`src/rtl/k423_pcu_if.sv`:
```
// Pipeline-to-PCU signal bundle: hazard/redirect/MDU/trap inputs and
// the stall/clear/status outputs of the pipeline control unit.
interface k423_pcu_if;
  logic        id_stage_vld_i;
  logic        id_rs1_vld_i;
  logic        id_rs2_vld_i;
  logic [4:0]  id_rs1_idx_i;
  logic [4:0]  id_rs2_idx_i;
  logic        ex_stage_vld_i;
  logic        ex_is_load_i;
  logic        ex_rd_vld_i;
  logic [4:0]  ex_rd_idx_i;
  logic        ex_br_taken_i;
  logic        ex_mdu_start_i;
  logic        ex_mdu_done_i;
  logic        trap_req_i;

  logic        pcu_stall_if_id_o;
  logic        pcu_stall_id_ex_o;
  logic        pcu_stall_ex_mem_o;
  logic        pcu_clear_if_id_o;
  logic        pcu_clear_id_ex_o;
  logic        pcu_clear_ex_mem_o;
  logic        pcu_mdu_tmo_o;
  logic [1:0]  pcu_state_o;
  logic [31:0] pcu_stall_cnt_o;

  modport master (
    output id_stage_vld_i, id_rs1_vld_i, id_rs2_vld_i, id_rs1_idx_i, id_rs2_idx_i,
    output ex_stage_vld_i, ex_is_load_i, ex_rd_vld_i, ex_rd_idx_i, ex_br_taken_i,
    output ex_mdu_start_i, ex_mdu_done_i, trap_req_i,
    input  pcu_stall_if_id_o, pcu_stall_id_ex_o, pcu_stall_ex_mem_o,
    input  pcu_clear_if_id_o, pcu_clear_id_ex_o, pcu_clear_ex_mem_o,
    input  pcu_mdu_tmo_o, pcu_state_o, pcu_stall_cnt_o
  );

  modport slave (
    input  id_stage_vld_i, id_rs1_vld_i, id_rs2_vld_i, id_rs1_idx_i, id_rs2_idx_i,
    input  ex_stage_vld_i, ex_is_load_i, ex_rd_vld_i, ex_rd_idx_i, ex_br_taken_i,
    input  ex_mdu_start_i, ex_mdu_done_i, trap_req_i,
    output pcu_stall_if_id_o, pcu_stall_id_ex_o, pcu_stall_ex_mem_o,
    output pcu_clear_if_id_o, pcu_clear_id_ex_o, pcu_clear_ex_mem_o,
    output pcu_mdu_tmo_o, pcu_state_o, pcu_stall_cnt_o
  );
endinterface

```
`src/rtl/k423_pcu.sv`:
```
// Pipeline control unit: load-use bubbles, branch redirect flushes, MDU
// wait with timeout, and trap flush sequencing for a 4-stage pipeline.
module k423_pcu #(
  parameter int unsigned FLUSH_CYC = 2,
  parameter int unsigned MDU_TMO   = 64
) (
  input logic       clk_i,
  input logic       rst_n_i,
  k423_pcu_if.slave bus
);
  typedef enum logic [1:0] {
    ST_RUN        = 2'd0,
    ST_MDU_WAIT   = 2'd1,
    ST_TRAP_FLUSH = 2'd2
  } state_e;

  localparam logic [7:0] TMO_LAST   = 8'(MDU_TMO - 1);
  localparam logic [3:0] FLUSH_LOAD = 4'(FLUSH_CYC - 1);

  state_e      state_q, state_d;
  logic [7:0]  mdu_tmr_q, mdu_tmr_d;
  logic [3:0]  flush_cnt_q, flush_cnt_d;
  logic        tmo_q, tmo_d;
  logic [31:0] stall_cnt_q;
  logic [2:0]  stall_v, clear_v;   // {if_id, id_ex, ex_mem}
  logic [2:0]  stall_o, clear_o;
  logic        load_use;

  assign load_use = bus.ex_stage_vld_i & bus.ex_is_load_i & bus.ex_rd_vld_i &
                    (bus.ex_rd_idx_i != 5'd0) & bus.id_stage_vld_i &
                    ((bus.id_rs1_vld_i & (bus.id_rs1_idx_i == bus.ex_rd_idx_i)) |
                     (bus.id_rs2_vld_i & (bus.id_rs2_idx_i == bus.ex_rd_idx_i)));

  always_comb begin
    state_d     = state_q;
    mdu_tmr_d   = mdu_tmr_q;
    flush_cnt_d = flush_cnt_q;
    tmo_d       = 1'b0;
    stall_v     = 3'b000;
    clear_v     = 3'b000;
    if (bus.trap_req_i) begin
      clear_v     = 3'b111;
      state_d     = ST_TRAP_FLUSH;
      flush_cnt_d = FLUSH_LOAD;
    end else begin
      case (state_q)
        ST_RUN: begin
          if (bus.ex_br_taken_i) begin
            clear_v = 3'b110;
          end else if (load_use) begin
            stall_v = 3'b100;
            clear_v = 3'b010;
          end
          if (bus.ex_mdu_start_i && !bus.ex_mdu_done_i) begin
            state_d   = ST_MDU_WAIT;
            mdu_tmr_d = 8'd0;
          end
        end
        ST_MDU_WAIT: begin
          if (bus.ex_mdu_done_i) begin
            state_d = ST_RUN;
          end else begin
            stall_v = 3'b111;
            if (mdu_tmr_q == TMO_LAST) begin
              state_d = ST_RUN;
              tmo_d   = 1'b1;
            end else begin
              mdu_tmr_d = mdu_tmr_q + 8'd1;
            end
          end
        end
        ST_TRAP_FLUSH: begin
          clear_v = 3'b111;
          if (flush_cnt_q == 4'd0) state_d = ST_RUN;
          else                     flush_cnt_d = flush_cnt_q - 4'd1;
        end
        default: state_d = ST_RUN;
      endcase
    end
  end

  // Outputs are forced quiet while reset is held, independent of inputs.
  assign stall_o = rst_n_i ? stall_v : 3'b000;
  assign clear_o = rst_n_i ? clear_v : 3'b000;

  always_ff @(posedge clk_i) begin
    if (!rst_n_i) begin
      state_q     <= ST_RUN;
      mdu_tmr_q   <= 8'd0;
      flush_cnt_q <= 4'd0;
      tmo_q       <= 1'b0;
      stall_cnt_q <= 32'd0;
    end else begin
      state_q     <= state_d;
      mdu_tmr_q   <= mdu_tmr_d;
      flush_cnt_q <= flush_cnt_d;
      tmo_q       <= tmo_d;
      if ((|stall_o) && (stall_cnt_q != 32'hFFFF_FFFF))
        stall_cnt_q <= stall_cnt_q + 32'd1;
    end
  end

  assign bus.pcu_stall_if_id_o  = stall_o[2];
  assign bus.pcu_stall_id_ex_o  = stall_o[1];
  assign bus.pcu_stall_ex_mem_o = stall_o[0];
  assign bus.pcu_clear_if_id_o  = clear_o[2];
  assign bus.pcu_clear_id_ex_o  = clear_o[1];
  assign bus.pcu_clear_ex_mem_o = clear_o[0];
  assign bus.pcu_mdu_tmo_o      = tmo_q;
  assign bus.pcu_state_o        = state_q;
  assign bus.pcu_stall_cnt_o    = stall_cnt_q;
endmodule

```
`src/flat_wrapper.sv`:
```
// flat-port wrapper written by rule: the top's interface ports become plain ports
module k423_pcu_flat 
#(
  parameter int unsigned FLUSH_CYC = 2,
  parameter int unsigned MDU_TMO   = 64
)
  (clk_i, rst_n_i, bus_id_stage_vld_i, bus_id_rs1_vld_i, bus_id_rs2_vld_i, bus_id_rs1_idx_i, bus_id_rs2_idx_i, bus_ex_stage_vld_i, bus_ex_is_load_i, bus_ex_rd_vld_i, bus_ex_rd_idx_i, bus_ex_br_taken_i, bus_ex_mdu_start_i, bus_ex_mdu_done_i, bus_trap_req_i, bus_pcu_stall_if_id_o, bus_pcu_stall_id_ex_o, bus_pcu_stall_ex_mem_o, bus_pcu_clear_if_id_o, bus_pcu_clear_id_ex_o, bus_pcu_clear_ex_mem_o, bus_pcu_mdu_tmo_o, bus_pcu_state_o, bus_pcu_stall_cnt_o);
  k423_pcu_if bus_i ();
  input logic clk_i;
  input logic rst_n_i;
  input wire logic [$bits(bus_i.id_stage_vld_i)-1:0] bus_id_stage_vld_i;
  input wire logic [$bits(bus_i.id_rs1_vld_i)-1:0] bus_id_rs1_vld_i;
  input wire logic [$bits(bus_i.id_rs2_vld_i)-1:0] bus_id_rs2_vld_i;
  input wire logic [$bits(bus_i.id_rs1_idx_i)-1:0] bus_id_rs1_idx_i;
  input wire logic [$bits(bus_i.id_rs2_idx_i)-1:0] bus_id_rs2_idx_i;
  input wire logic [$bits(bus_i.ex_stage_vld_i)-1:0] bus_ex_stage_vld_i;
  input wire logic [$bits(bus_i.ex_is_load_i)-1:0] bus_ex_is_load_i;
  input wire logic [$bits(bus_i.ex_rd_vld_i)-1:0] bus_ex_rd_vld_i;
  input wire logic [$bits(bus_i.ex_rd_idx_i)-1:0] bus_ex_rd_idx_i;
  input wire logic [$bits(bus_i.ex_br_taken_i)-1:0] bus_ex_br_taken_i;
  input wire logic [$bits(bus_i.ex_mdu_start_i)-1:0] bus_ex_mdu_start_i;
  input wire logic [$bits(bus_i.ex_mdu_done_i)-1:0] bus_ex_mdu_done_i;
  input wire logic [$bits(bus_i.trap_req_i)-1:0] bus_trap_req_i;
  output wire logic [$bits(bus_i.pcu_stall_if_id_o)-1:0] bus_pcu_stall_if_id_o;
  output wire logic [$bits(bus_i.pcu_stall_id_ex_o)-1:0] bus_pcu_stall_id_ex_o;
  output wire logic [$bits(bus_i.pcu_stall_ex_mem_o)-1:0] bus_pcu_stall_ex_mem_o;
  output wire logic [$bits(bus_i.pcu_clear_if_id_o)-1:0] bus_pcu_clear_if_id_o;
  output wire logic [$bits(bus_i.pcu_clear_id_ex_o)-1:0] bus_pcu_clear_id_ex_o;
  output wire logic [$bits(bus_i.pcu_clear_ex_mem_o)-1:0] bus_pcu_clear_ex_mem_o;
  output wire logic [$bits(bus_i.pcu_mdu_tmo_o)-1:0] bus_pcu_mdu_tmo_o;
  output wire logic [$bits(bus_i.pcu_state_o)-1:0] bus_pcu_state_o;
  output wire logic [$bits(bus_i.pcu_stall_cnt_o)-1:0] bus_pcu_stall_cnt_o;
  assign bus_i.id_stage_vld_i = bus_id_stage_vld_i;
  assign bus_i.id_rs1_vld_i = bus_id_rs1_vld_i;
  assign bus_i.id_rs2_vld_i = bus_id_rs2_vld_i;
  assign bus_i.id_rs1_idx_i = bus_id_rs1_idx_i;
  assign bus_i.id_rs2_idx_i = bus_id_rs2_idx_i;
  assign bus_i.ex_stage_vld_i = bus_ex_stage_vld_i;
  assign bus_i.ex_is_load_i = bus_ex_is_load_i;
  assign bus_i.ex_rd_vld_i = bus_ex_rd_vld_i;
  assign bus_i.ex_rd_idx_i = bus_ex_rd_idx_i;
  assign bus_i.ex_br_taken_i = bus_ex_br_taken_i;
  assign bus_i.ex_mdu_start_i = bus_ex_mdu_start_i;
  assign bus_i.ex_mdu_done_i = bus_ex_mdu_done_i;
  assign bus_i.trap_req_i = bus_trap_req_i;
  assign bus_pcu_stall_if_id_o = bus_i.pcu_stall_if_id_o;
  assign bus_pcu_stall_id_ex_o = bus_i.pcu_stall_id_ex_o;
  assign bus_pcu_stall_ex_mem_o = bus_i.pcu_stall_ex_mem_o;
  assign bus_pcu_clear_if_id_o = bus_i.pcu_clear_if_id_o;
  assign bus_pcu_clear_id_ex_o = bus_i.pcu_clear_id_ex_o;
  assign bus_pcu_clear_ex_mem_o = bus_i.pcu_clear_ex_mem_o;
  assign bus_pcu_mdu_tmo_o = bus_i.pcu_mdu_tmo_o;
  assign bus_pcu_state_o = bus_i.pcu_state_o;
  assign bus_pcu_stall_cnt_o = bus_i.pcu_stall_cnt_o;
  k423_pcu #(.FLUSH_CYC(FLUSH_CYC), .MDU_TMO(MDU_TMO)) u_core (.clk_i(clk_i), .rst_n_i(rst_n_i), .bus(bus_i));
endmodule
```
`config.mk`:
```
export PLATFORM = sky130hd
export DESIGN_NAME = k423_pcu_flat
export DESIGN_NICKNAME = d
export VERILOG_FILES = /design/src/rtl/k423_pcu_if.sv /design/src/rtl/k423_pcu.sv /design/src/flat_wrapper.sv
export SDC_FILE = /design/constraint.sdc
export NUM_CORES = 1
export LEC_CHECK = 0
export ABC_AREA = 1
export CAP_MARGIN = 20
export CORE_MARGIN = 10
export CORE_UTILIZATION = 49
export CTS_BUF_LIST = sky130_fd_sc_hd__clkbuf_16
export DETAILED_ROUTE_END_ITERATION = 8
export PLACE_DENSITY = 0.76
export SKIP_CTS_REPAIR_TIMING = 1
export SYNTH_ARGS = -nofsm -noshare
export SYNTH_HDL_FRONTEND = slang
export SYNTH_SLANG_ARGS = --single-unit
```
`constraint.sdc`:
```
create_clock -name clk_i -period 2.2 [get_ports clk_i]
set_input_delay 0.44 -clock clk_i [delete_from_list [all_inputs] [get_ports clk_i]]
set_output_delay 0.44 -clock clk_i [all_outputs]
set_load 0.02 [all_outputs]
```
**Yosys cells after proc, flatten, opt, wreduce, memory -nomap -nowiden**

Cells that the tools add are included.

- $add $sub $neg: 3
- Multiply operators: 0
- Divide/modulo/power cells: 0
- $lt $le $gt $ge: 0
- Equality and inequality tests: 15
- Shift operators: 0
- Muxes and demuxes: 25
- Bitwise gates (word level): 12
- Reduce and logical (&&, ||, !) cells: 16

Operators by type and width:

| cell | number |
|---|---|
| adder 32 x 1 -> 32 bit, second input constant | 1 |
| inequality test 32 bit, second input constant | 1 |
| two-way mux 3 bit | 8 |
| two-way mux 8 bit | 3 |
| one-hot mux 8 bit (2 select lines) | 1 |
| two-way mux 2 bit | 6 |
| one-hot mux 3 bit (2 select lines) | 2 |
| equality test 5 bit | 2 |
| inequality test 3 x 2 -> 1 bit, second input constant | 3 |
| adder 8 x 1 -> 8 bit, second input constant | 1 |
| equality test 8 x 6 -> 1 bit, second input constant | 1 |
| bitwise AND 1 bit | 7 |
| inequality test 2 bit, second input constant | 3 |
| one-hot mux 2 bit (3 select lines) | 1 |
| AND reduction 3 bit | 2 |
| AND reduction 5 bit | 1 |
| nonzero test 5 bit | 1 |
| zero test 4 bit | 1 |
| two-way mux 1 bit | 4 |
| inequality test 2 x 1 -> 1 bit, second input constant | 2 |
| inequality test 4 x 3 -> 1 bit, second input constant | 1 |
| NOT 1 bit | 4 |
| AND reduction 2 bit | 2 |
| nonzero test 2 bit | 2 |
| other kinds (10) | 11 |

- Register bits after elaboration: 47
- Bits in latches: 0
- RAM bits: 0
- Memory bits (read-only): 0
- Input port bits: 27
- Output and inout port bits: 41
- Word-level logic and storage cells: 78
- Memories: 0

**Longest topological paths before layout**

- Word-level depth: 12
- Gate-level depth with buffers: 12
- Gate-level depth less buffers: 12

**Least setup slack after synthesis**

OpenSTA, ideal clock, no wires.

- Path type: reg-to-output
- Start point: register u_core.state_q[0] (netlist: u_core.bus.pcu_state_o[0])
- End point: output bus_pcu_stall_if_id_o
- Data arrival time: 1.446 ns
- Data required time: 1.760 ns
- Path slack: 0.314 ns
- Stages on the path, launching flop included: 8
- Buffers on the path: 1
- Cells stage by stage: dfxtp_1 -> inv_2 -> nor2_4 -> nand2_1 -> nor2_2 -> inv_2 -> nand2_4 -> buf_4

- Longest elaborated chain between the ends: 4
- Elaborated cells between the ends (all ways): 5
- Those cells by class: 1 x eq/ne; 3 x mux; 1 x reduce/logical

Ends and longest elaborated chain:

| element | RTL line | RTL |
|---|---|---|
| from (decl) | k423_pcu.sv:20 | `state_e state_q, state_d;` |
| from (signal assigned) | k423_pcu.sv:94 | `state_q <= state_d;` |
| equality test 2 x 1 -> 1 bit / zero test 2 bit (equally long branches) | k423_pcu.sv:46 | `case (state_q)` |
| one-hot mux 3 bit (2 select lines) (*) | k423_pcu.sv:46 |  |
| two-way mux 3 bit (*) | k423_pcu.sv:41 | `if (bus.trap_req_i) begin` |
| two-way mux 3 bit (*) | k423_pcu.sv:83 | `assign stall_o = rst_n_i ? stall_v : 3'b000;` |
| to (decl) | flat_wrapper.sv:24 | `output wire logic [$bits(bus_i.pcu_stall_if_id_o)-1:0] bus_pcu_stall_if_id_o;` |

Every way passes the cells marked *; elsewhere a longest branch is shown, timed or not.

**Worst setup path in the final report**

- Start point: input bus_id_rs2_idx_i[1]
- End point: output bus_pcu_stall_if_id_o

- Longest elaborated chain between the ends: 9

Ends and longest elaborated chain:

| element | RTL line | RTL |
|---|---|---|
| from (decl) | flat_wrapper.sv:15 | `input wire logic [$bits(bus_i.id_rs2_idx_i)-1:0] bus_id_rs2_idx_i;` |
| equality test 5 bit | k423_pcu.sv:32 | `(bus.id_rs2_vld_i & (bus.id_rs2_idx_i == bus.ex_rd_idx_i)));` |
| bitwise AND 1 bit | k423_pcu.sv:32 |  |
| bitwise OR 1 bit | k423_pcu.sv:31 | `((bus.id_rs1_vld_i & (bus.id_rs1_idx_i == bus.ex_rd_idx_i)) \|` |
| bitwise AND 1 bit | k423_pcu.sv:30 | `(bus.ex_rd_idx_i != 5'd0) & bus.id_stage_vld_i &` |
| two-way mux 3 bit | k423_pcu.sv:50 | `end else if (load_use) begin` |
| two-way mux 3 bit | k423_pcu.sv:48 | `if (bus.ex_br_taken_i) begin` |
| one-hot mux 3 bit (2 select lines) | k423_pcu.sv:46 |  |
| two-way mux 3 bit | k423_pcu.sv:41 |  |
| two-way mux 3 bit | k423_pcu.sv:83 |  |

No other way between the ends.

==> impl_metrics.json <==
{
  "synthDominantAreaCellType": "dfxtp_1",
  "sinks_on_the_clock_net": 47,
  "layout.cells.most_common_list": "nand2_1, clkdlybuf4s50_1, nor2_1",
  "hold_ws_ns": 0.487,
  "synth_seq_cells": 47,
  "place_hpwl_mm": 7.48,
  "worst-endpoint-arrival_ns": 1.79,
  "power.total_w": 0.00196,
  "top_achievable_clock_speed_ghz": 0.448,
  "drt_first_iter_violations": 219,
  "p_int_w": 0.00149,
  "sw_frac_of_total": 0.240,
  "worst_hold_path.num_cells": 2,
  "r2r_start": "u_core.bus.pcu_stall_cnt_o[1]$_SDFFE_PN0P_",
  "area.growth.synth_to_final_pct": 32.2,
  "antenna_found_initial": 1,
  "worstHoldPathType": "reg2reg",
  "slew_headroom": 0.655,
  "synth.net_count": 546,
  "path_class": "in2out",
  "initial_utilization": 0.511,
  "detail_route_antenna_nets": 0,
  "worst_setup_hold_path_clk_slew_ns": 0.06,
  "hold-path-endpoint": "u_core.flush_cnt_q[0]$_SDFFE_PN0P_",
  "power_per_cell_area_mw_per_mm2": 452,
  "peakVddDrop_v": 0.000343,
  "crit_path_frequent_cell": "nand2_1",
  "cts_tree": "built",
  "wl_per_cell_um": 14.3,
  "worstSkewPairLatency_ns": 0.29,
  "dp_slack_ns": -0.476,
  "result_of_the_run": "finished with violations",
  "final-hold-violation-count": 0,
  "place.port_buffers": 67,
  "chipHeight_um": 102,
  "timing.max_cap.violations": 0,
  "violations": "setup timing",
  "fill_cells": 601,
  "cts_htree_levels": 2,
  "synth_top_cell_area_share": 0.286,
  "post_synth.cell_area_avg_sq_um": 6.37,
  "critPathRequiredTime_ns": 1.76,
  "design.core.area_sq_mm": 0.00642,
  "p_sw_w": 0.000470,
  "timing.critical_path.buf_inv": 3,
  "track_usage": 0.185,
  "placement.cell_area_sq_mm": 0.00412,
  "grt_max_degree": 39,
  "power_frac_seq": 0.441,
  "report.final.slew_viol_count": 0,
  "critical_path_depth": 10,
  "layout.cells.most_common": "nand2_1",
  "grt_setup_unrepaired": "yes",
  "drc_viols": 0,
  "post_synth_num_cell_types": 35,
  "avgViaCountPerCell": 5.28,
  "number_of_global_route_vias_before_repair": 3398,
  "hold_start": "u_core.flush_cnt_q[0]$_SDFFE_PN0P_",
  "final_core_utilization": 0.676,
  "worst_slack_ns": -0.0330,
  "worst_path_largest_cell_delay_ns": 0.49,
  "ios": 68,
  "synth_cells": 516,
  "layout_cells_sized_above_1": 0.166,
  "multiInputGateArea_sq_mm": 0.00204,
  "synth_compound_area_frac": 0.106,
  "synth_area_sq_mm": 0.00328,
  "cts-root-buf": "clkbuf_16",
  "synthesis.yosys.warnings": 0,
  "die_w_um": 102,
  "power.share.clock": 0.458,
  "cp_slowest_cell": "clkdlybuf4s50_1",
  "grt_first_pass_wirelength_mm": 15.8,
  "drt_first_pass_iters": 4,
  "setup_viol": 1,
  "leakage_nw": 1.77,
  "muxShareOfSynthArea": 0,
  "synth_fa_ha_area_frac": 0.0114,
  "endpoint_kind": "primary output",
  "synth-xor-area-share": 0.0507,
  "crit_chain": "clkdlybuf4s50_1 -> inv_1 -> nand2_1 -> nand2_1 -> nor2_1 -> nand3_1 -> nand2_1 -> nand3_1 -> nand2_4 -> dlymetal6s2s_1",
  "finClkSkew_ns": 0.00935,
  "wirelength_mm": 9.65,
  "worst_slew_pin_slew_ns": 0.517,
  "ys_seq_area_frac": 0.286,
  "family_of_cells_with_the_greatest_summed_delay_on_the_critical_path": "buffers and inverters",
  "num-nets-final": 625,
  "dr_total_vias": 3556,
  "floorplan.rows": 29,
  "netlist_top_cells_area": "dfxtp_1, nand2_1, nand3_1, nor2_1, a21oi_2",
  "post-route-cell-area_sq_mm": 0.00434,
  "tritoncts.num_buffers": 5,
  "grt-ovfl-total": 0,
  "clockBufferDepth": 2,
  "register_area_sq_um": 942,
  "post-route-min-period_ns": 2.23,
  "design.die.area_sq_mm": 0.0104,
  "synth_top_family_by_area": "simple AND/OR/NAND/NOR gates",
  "gp_congestion": 0.969,
  "ff2ff_setup_slack_ns": 0.32,
  "final.period_utilization": 1.02,
  "critical_path.startpoint_type": "input port",
  "reg2reg_to": "u_core.bus.pcu_stall_cnt_o[20]$_SDFFE_PN0P_",
  "synthesized_area_fraction_occupied_by_and_or_nand_nor_cells": 0.453,
  "combinationalPowerShare": 0.100,
  "critPathMaxFanout": 2,
  "worst-r2r-cell-count": 9
}
==> per-layer routing <==
metal,vias to the layer above,GRT usage,share of wire
li1,1808,-,-
met1,1616,0.212,0.42
met2,115,0.325,0.48
met3,17,0.0513,0.073
met4,0,0.0640,0.021
met5,-,0,0
==> power by group through the flow <==
stage,combinational [W],clock [W],sequential (W)
2_1_floorplan,0.0000928,0,0.000887
3_3_place_gp,0.000191,0,0.000884
3_5_place_dp,0.000196,0,0.000884
4_1_cts,0.000197,0.000914,0.000864
5_1_grt,0.000216,0.000933,0.000866
6_report,0.000196,0.000898,0.000865
==> stage by stage <==
stage	TNS, ns	instances
finish	-0.0330	674
global route	-3.10	674
CTS	-2.17	673
detailed placement	-11.85	665
global placement	-9.66	665
floorplan	0	516
==> state kept, by name (all words and copies together), names as in the netlist <==
register / flops
u_core.bus.pcu_mdu_tmo_o: 1
u_core.bus.pcu_stall_cnt_o: 32
u_core.bus.pcu_state_o: 2
u_core.flush_cnt_q: 4
u_core.mdu_tmr_q: 8
==> final cells by class <==
class                           instances  share of cell area
Clock buffer                            5              0.0288
Multi-Input combinational cell        400               0.471
Inverter                               55              0.0476
Antenna cell                            1            0.000577
Timing Repair Buffer                   86               0.202
Tap cell                               77              0.0222
Clock inverter                          3              0.0110
Sequential cell                        47               0.217
==> Yosys cell counts, drive strengths merged <==
cell and count:
buf 11, o31ai 2, nor3 17, a21oi 41, ha 3, xnor2 2
o21bai 1, nand3 49, a31oi 1, nor2 62, clkbuf 3, a211oi 1
nand2 179, nor4 1, o21ai 6, inv 55, nor3b 1, nand3b 10
dfxtp 47, o21a 1, nand4 6, xor2 17
==> kinds of logic (layout without fill, tap and decap cells) <==
group / after synthesis / in the layout
buffers and inverters: 69 / 149
AO/OA/AOI/OAI: 53 / 53
adder cells (fa/ha/maj): 3 / 3
AND/OR/NAND/NOR: 325 / 325
flip-flops: 47 / 47
XOR/XNOR: 19 / 19
other: 0 / 1
==> worst max-delay path by stage <==
stage                                           startpoint                     to
floorplan           u_core.bus.pcu_state_o[0]$_SDFFE_PP0P_  bus_pcu_stall_if_id_o
global placement                        bus_ex_rd_idx_i[4]  bus_pcu_stall_if_id_o
detailed placement                      bus_ex_rd_idx_i[3]  bus_pcu_stall_if_id_o
CTS                                     bus_ex_rd_idx_i[3]  bus_pcu_stall_if_id_o
global route                           bus_id_rs2_idx_i[1]  bus_pcu_stall_if_id_o
finish                                 bus_id_rs2_idx_i[1]  bus_pcu_stall_if_id_o
==> worst register-to-register path, delay by kind of cell, from the launching register on <==
| kind | cells | cell delay, ns |
|---|---|---|
| buffers and inverters | 2 | 0.36 |
| flip-flops | 1 | 0.42 |
| AND/OR/NAND/NOR | 5 | 0.67 |
| adder cells (fa/ha/maj) | 1 | 0.24 |
| AO/OA/AOI/OAI | 1 | 0.06 |
Power figures use the tool's default switching activity.
